`src/rtl/mc_control_fsm.sv`:
```
// Multi-cycle control unit: latches the fetched instruction and steps a Moore FSM that drives every datapath enable.
// Build option: CTRL_ILLEGAL_TRAP_EN traps unknown opcodes in TRAP; undefined, they retire as a 2-cycle NOP.
module mc_control_fsm (
   input  logic        Clk,
   input  logic        Reset,
   input  logic [31:0] Instr,
   input  logic        ALU_zero,
   output logic        IR_LdEn,
   output logic [31:0] PC_Immed,
   output logic        PC_sel,
   output logic        PC_LdEn,
   output logic        RF_WrEn,
   output logic        RF_WrData_sel,
   output logic        RF_B_sel,
   output logic        ALU_Bin_sel,
   output logic [3:0]  ALU_func,
   output logic [1:0]  Imm_sel,
   output logic        MEM_WrEn,
   output logic        ByteOp,
   output logic        Illegal
);

   localparam logic [5:0] OP_RTYPE = 6'b100000;
   localparam logic [5:0] OP_LI    = 6'b111000;
   localparam logic [5:0] OP_LUI   = 6'b111001;
   localparam logic [5:0] OP_ADDI  = 6'b110000;
   localparam logic [5:0] OP_ANDI  = 6'b110010;
   localparam logic [5:0] OP_ORI   = 6'b110011;
   localparam logic [5:0] OP_B     = 6'b111111;
   localparam logic [5:0] OP_BEQ   = 6'b010000;
   localparam logic [5:0] OP_BNE   = 6'b010001;
   localparam logic [5:0] OP_LB    = 6'b000011;
   localparam logic [5:0] OP_SB    = 6'b000111;
   localparam logic [5:0] OP_LW    = 6'b001111;
   localparam logic [5:0] OP_SW    = 6'b011111;

   typedef enum logic [3:0] {
      S_FETCH    = 4'd0,
      S_DECODE   = 4'd1,
      S_EXEC_R   = 4'd2,
      S_EXEC_I   = 4'd3,
      S_MEM_ADDR = 4'd4,
      S_MEM_RD   = 4'd5,
      S_MEM_WR   = 4'd6,
      S_WB_ALU   = 4'd7,
      S_WB_MEM   = 4'd8,
`ifdef CTRL_ILLEGAL_TRAP_EN
      S_BRANCH   = 4'd9,
      S_TRAP     = 4'd10
`else
      S_BRANCH   = 4'd9
`endif
   } state_t;

   state_t      state_r;
   state_t      state_s;
   logic [31:0] ir_r;
   logic [5:0]  opcode_s;
   logic        is_rtype_s;
   logic        is_alui_s;
   logic        is_load_s;
   logic        is_store_s;
   logic        is_branch_s;
   logic        is_byte_s;
   logic        is_known_s;
   logic [31:0] immed_s;
   logic        unused_ir_s;

   assign opcode_s    = ir_r[31:26];
   assign is_rtype_s  = (opcode_s == OP_RTYPE);
   assign is_alui_s   = (opcode_s == OP_LI) || (opcode_s == OP_LUI) || (opcode_s == OP_ADDI) ||
                        (opcode_s == OP_ANDI) || (opcode_s == OP_ORI);
   assign is_load_s   = (opcode_s == OP_LB) || (opcode_s == OP_LW);
   assign is_store_s  = (opcode_s == OP_SB) || (opcode_s == OP_SW);
   assign is_branch_s = (opcode_s == OP_B) || (opcode_s == OP_BEQ) || (opcode_s == OP_BNE);
   assign is_byte_s   = (opcode_s == OP_LB) || (opcode_s == OP_SB);
   assign is_known_s  = is_rtype_s || is_alui_s || is_load_s || is_store_s || is_branch_s;
   assign immed_s     = {{14{ir_r[15]}}, ir_r[15:0], 2'b00};
   // Register-specifier fields are consumed by the decode stage, not here.
   assign unused_ir_s = ^ir_r[25:16];

   // State register and IR; IR only captures Instr on the FETCH edge.
   always_ff @(posedge Clk) begin
      if (Reset) begin
         state_r <= S_FETCH;
         ir_r    <= 32'd0;
      end else begin
         state_r <= state_s;
         if (state_r == S_FETCH) begin
            ir_r <= Instr;
         end else begin
            ir_r <= ir_r;
         end
      end
   end

   // Next-state decode.
   always_comb begin
      state_s = state_r;
      case (state_r)
         S_FETCH: state_s = S_DECODE;
         S_DECODE: begin
            if (is_rtype_s) begin
               state_s = S_EXEC_R;
            end else if (is_alui_s) begin
               state_s = S_EXEC_I;
            end else if (is_load_s || is_store_s) begin
               state_s = S_MEM_ADDR;
            end else if (is_branch_s) begin
               state_s = S_BRANCH;
            end else begin
`ifdef CTRL_ILLEGAL_TRAP_EN
               state_s = S_TRAP;
`else
               state_s = S_FETCH;
`endif
            end
         end
         S_EXEC_R, S_EXEC_I: state_s = S_WB_ALU;
         S_MEM_ADDR: begin
            if (is_load_s) begin
               state_s = S_MEM_RD;
            end else begin
               state_s = S_MEM_WR;
            end
         end
         S_MEM_RD: state_s = S_WB_MEM;
         S_MEM_WR, S_WB_ALU, S_WB_MEM, S_BRANCH: state_s = S_FETCH;
`ifdef CTRL_ILLEGAL_TRAP_EN
         S_TRAP: state_s = S_TRAP;
`endif
         default: state_s = S_FETCH;
      endcase
   end

   // Moore output decode from state and IR; Reset forces every output low.
   always_comb begin
      IR_LdEn       = 1'b0;
      PC_Immed      = 32'd0;
      PC_sel        = 1'b0;
      PC_LdEn       = 1'b0;
      RF_WrEn       = 1'b0;
      RF_WrData_sel = 1'b0;
      RF_B_sel      = 1'b0;
      ALU_Bin_sel   = 1'b0;
      ALU_func      = 4'b0000;
      Imm_sel       = 2'b00;
      MEM_WrEn      = 1'b0;
      ByteOp        = 1'b0;
      Illegal       = 1'b0;
      if (Reset) begin
         PC_Immed = 32'd0;
      end else begin
         PC_Immed = immed_s;
         case (state_r)
            S_FETCH: IR_LdEn = 1'b1;
            S_DECODE: begin
               RF_B_sel = is_store_s || (opcode_s == OP_BEQ) || (opcode_s == OP_BNE);
`ifndef CTRL_ILLEGAL_TRAP_EN
               PC_LdEn  = !is_known_s;
`endif
            end
            // ALU selects stay asserted from EXEC through write-back.
            S_EXEC_R, S_EXEC_I, S_WB_ALU: begin
               if (is_rtype_s) begin
                  ALU_func = ir_r[3:0];
               end else begin
                  ALU_Bin_sel = 1'b1;
                  case (opcode_s)
                     OP_ANDI: begin ALU_func = 4'b0010; Imm_sel = 2'b01; end
                     OP_ORI:  begin ALU_func = 4'b0011; Imm_sel = 2'b01; end
                     OP_LUI:  begin ALU_func = 4'b0000; Imm_sel = 2'b10; end
                     default: begin ALU_func = 4'b0000; Imm_sel = 2'b00; end
                  endcase
               end
               RF_WrEn = (state_r == S_WB_ALU);
               PC_LdEn = (state_r == S_WB_ALU);
            end
            S_MEM_ADDR, S_MEM_RD, S_MEM_WR, S_WB_MEM: begin
               ALU_Bin_sel   = 1'b1;
               ByteOp        = is_byte_s && (state_r != S_MEM_ADDR);
               MEM_WrEn      = (state_r == S_MEM_WR);
               RF_WrEn       = (state_r == S_WB_MEM);
               RF_WrData_sel = (state_r == S_WB_MEM);
               PC_LdEn       = (state_r == S_MEM_WR) || (state_r == S_WB_MEM);
            end
            S_BRANCH: begin
               ALU_func = 4'b0001;
               PC_LdEn  = 1'b1;
               PC_sel   = (opcode_s == OP_B) ||
                          ((opcode_s == OP_BEQ) && ALU_zero) ||
                          ((opcode_s == OP_BNE) && !ALU_zero);
            end
`ifdef CTRL_ILLEGAL_TRAP_EN
            S_TRAP: Illegal = 1'b1;
`endif
            default: IR_LdEn = 1'b0;
         endcase
      end
   end

endmodule

```
`config.mk`:
```
export PLATFORM = sky130hd
export DESIGN_NAME = mc_control_fsm
export DESIGN_NICKNAME = d
export VERILOG_FILES = /design/src/rtl/mc_control_fsm.sv
export SDC_FILE = /design/constraint.sdc
export NUM_CORES = 1
export LEC_CHECK = 0
export BUFFER_PORTS_ARGS = -buffer_cell sky130_fd_sc_hd__buf_4
export CAP_MARGIN = 15
export CELL_PAD_IN_SITES_DETAIL_PLACEMENT = 1
export CELL_PAD_IN_SITES_GLOBAL_PLACEMENT = 1
export CORE_MARGIN = 4
export CORE_UTILIZATION = 31
export CTS_BUF_LIST = sky130_fd_sc_hd__clkbuf_16
export DETAILED_ROUTE_END_ITERATION = 10
export HOLD_SLACK_MARGIN = 0.08
export MAX_ROUTING_LAYER = met4
export PLACE_DENSITY = 0.82
export SYNTH_ARGS = -nofsm -noshare
export SYNTH_HDL_FRONTEND = slang
export SYNTH_SLANG_ARGS = --single-unit
```
`constraint.sdc`:
```
create_clock -name Clk -period 1.89 [get_ports Clk]
set_clock_uncertainty 0.15 [all_clocks]
set_input_delay 0.2835 -clock Clk [delete_from_list [all_inputs] [get_ports Clk]]
set_output_delay 0.2835 -clock Clk [all_outputs]
set_load 0.05 [all_outputs]
```
==> run summary <==
Area leader, netlist: dfxtp_1
Post-Syn Instances: 231
Largest stage delay, worst path: 0.56 ns
Worst setup SP type: flop
Clock Power Share: 14.2%
Mean post-synth cell area: 7.07 sq um
First-pass GRT wire length: 10.5 mm
Post-Route WL: 7.88 mm
H-tree Lvls: 1
Die X: 80.6 um
Worst-Margin Slew: 0.561 ns
Yosys top cell area share: 31.9%
Asr flop ratio synth: 0%
Area after DPL: 2450 sq um
Die ar.: 6500 sq um
Site Rows: 26
Metal2 WL: 4.16 mm
Largest net degree at the start of global routing: 40
Routed via count: 2043
Count leader, synth: nand2_1
Synth Cell Area: 1630 sq um
Fin. Hold Viols: 0
Hold Path Class: in2reg
Met3 WL: 288 um
Clk buf depth: 2
Initial antenna violation count: 0
Top FF cell, synth: dfxtp_1
Required @ worst endpoint: 1.46 ns
Psw: 2.10 mW
Rel. slew slack: 61.6%
Register area share after synthesis: 31.9%
Max IR drop VDD: 0.000626 V
Synth top cells by count: nand2_1 (51), a21oi_1 (28), dfxtp_1 (26), nor2b_1 (20), buf_4 (17)
Vias/cell: 5.12
Share of cells above drive strength 1: 57.1%
Tot Pwr: 4.50 mW
Gate power share: 66.2%
First-pass DRT Iterations: 4
Crit. Startpoint: ir_r[28]$_SDFFE_PP0N_
Pint: 2.40 mW
Dpl ws: -0.102 ns
Post-detail-place hpwl: 4.12 mm
Core ar.: 5110 sq um
IO Count: 83
Leak pwr: 1.38 nW
Worst Setup End Kind: output pin
Max_cap viols: 0
Crit path max fanout: 4
Critical path arrival: 1.94 ns
Tightest hold margin: 0.107 ns
Top Layer Used: met4
Fmax achieved: 0.422 GHz
Crit path kind: reg2out
Post-cts hold buffer count: 0
P per Cell Area: 1430 nW/um^2
Iter 0 DRT Violations: 92
Sequential share of power: 19.6%
Area Overhead vs Synth: 92.1%
Cell family with most CP delay: simple AND/OR/NAND/NOR gates
Top cells by area, synth: dfxtp_1 (32%), nand2_1 (12%), a21oi_1 (8.6%)
Final setup violation count: 15
Total global routing overflow: 0
Routed wire per std cell: 19.8 um
Max-slew violations: 0
CTS tree: done
Detailed-route DRC error count: 0
Critical R2R Launch: ir_r[29]$_SDFFE_PP0N_
Number of synthesized flops with an enable pin: 0
HP Start: Instr[7]
Clock-pin slew on the worst setup and hold paths: 0.07 ns
Layout Nets: 365
RSZ-0062 raised after global routing: true
Final worst slack: -0.482 ns
Clock sinks: 26
Failing checks: negative setup slack
Initial Util: 32.0%
FILL cells: 606
N_diodes: 0
Final worst path period share: 125%
GP Congestion: 0.841
Vias in the first global route: 1969
Die Y: 80.6 um
Antenna-violating nets left: 0
Ys Warns: 0
Tmin final: 2.37 ns
Sw frac: 46.7%
Root buf cell: clkbuf_16
Slowest CP cell: or4b_4
Worst-skew pair later-pin latency: 0.27 ns
Crit path cell chain: or4b_4 > nor3_4 > buf_4 > and3_4 > buf_8
Layout Cell Area excl Fill: 3140 sq um
Total GRT Usage: 22.0%
Synth cell types: 42
Status: finished, violations left
CTS buffer count: 3
M1 wire length: 3.25 mm
Final Util: 61.5%
Port buffer count: 69
Number of synthesized register bits: 26
Worst path bufs/invs: 2
==> path summary, 6_finish.rpt <==
| check | slack, ns | end | cells past startpoint |
|---|---|---|---|
| worst min register to register | 0.30 | ir_r[7]$_SDFFE_PP0N_ | 2 |
| worst max register to register | -0.02 | state_r[0]$_SDFF_PP0_ | 6 |
| worst max-delay path | -0.48 | ALU_func[2] | 5 |
| worst min-delay path | 0.11 | ir_r[7]$_SDFFE_PP0N_ | 3 |
==> metal layers <==
layer | GRT usage (%) | vias to the layer above
met2 | 38.7 | 59
met5 | - | -
met3 | 3.59 | 14
li1 | - | 963
met1 | 25.7 | 1007
met4 | 6.93 | 0
==> tightest hold or removal path, stage by stage <==
cell and delay, ns:
buf_4 0.11, nand2_1 0.04, a21oi_1 0.05
==> power by group through the flow <==
| stage | Combinational [mW] | Clock [mW] | Sequential [mW] |
|---|---|---|---|
| finish | 2.98 | 0.639 | 0.882 |
| global route | 3.12 | 0.664 | 0.900 |
| CTS | 2.53 | 0.645 | 0.854 |
| detailed placement | 2.22 | 0 | 0.843 |
| global placement | 2.18 | 0 | 0.833 |
| floorplan | 1.55 | 0 | 0.803 |
==> cell usage in the layout (no fill, tap or decap), drive strengths merged, types with 4 or more instances in the layout <==
master	Yosys	layout
nor2b	20	20
clkbuf	11	4
nand3	5	5
a21oi	28	28
nor3	4	4
nor4	6	6
dfxtp	26	26
nand2	51	51
and3	4	4
buf	25	127
nor2	14	14
==> per-stage QoR <==
stage	instances	setup TNS [ns]
after floorplan	233	-2.05
after global placement	370	-0.282
after detailed placement	370	-0.309
after CTS	385	-3.39
after global routing	399	-4.79
final	399	-3.89
==> sequential cells by signal (all words and copies together) (netlist names) <==
register,cells
ir_r,22
state_r,4
==> kinds of logic after synthesis <==
logic type                share of synthesized area, %
AOI/OAI and AO/OA                                 18.7
other                                            0.229
xor gates and xnor gates                         0.536
buffers and inverters                             13.6
DFF                                               31.9
and+or+nand+nor                                   35.1
==> final cells by class <==
| type | instances | area [sq um] | share of cell area, % |
|---|---|---|---|
| multi-input combinational | 168 | 1200 | 38.3 |
| timing repair buffer | 128 | 1190 | 38.0 |
| sequential | 26 | 538 | 17.1 |
| tap | 70 | 87.6 | 2.79 |
| clock buffer | 3 | 75.1 | 2.39 |
| clock inverter | 1 | 30.0 | 0.957 |
| inverter | 3 | 15.0 | 0.478 |
==> timing repair <==
| action | 4_1_cts | 5_1_grt |
|---|---|---|
| gates resized for setup | 60 | 32 |
| gates cloned | 1 | 1 |
| buffers inserted | 10 | 14 |
| pin swaps | 9 | 9 |
| endpoints found under the setup margin | 14 | 16 |
Power figures use the tool's default switching activity.
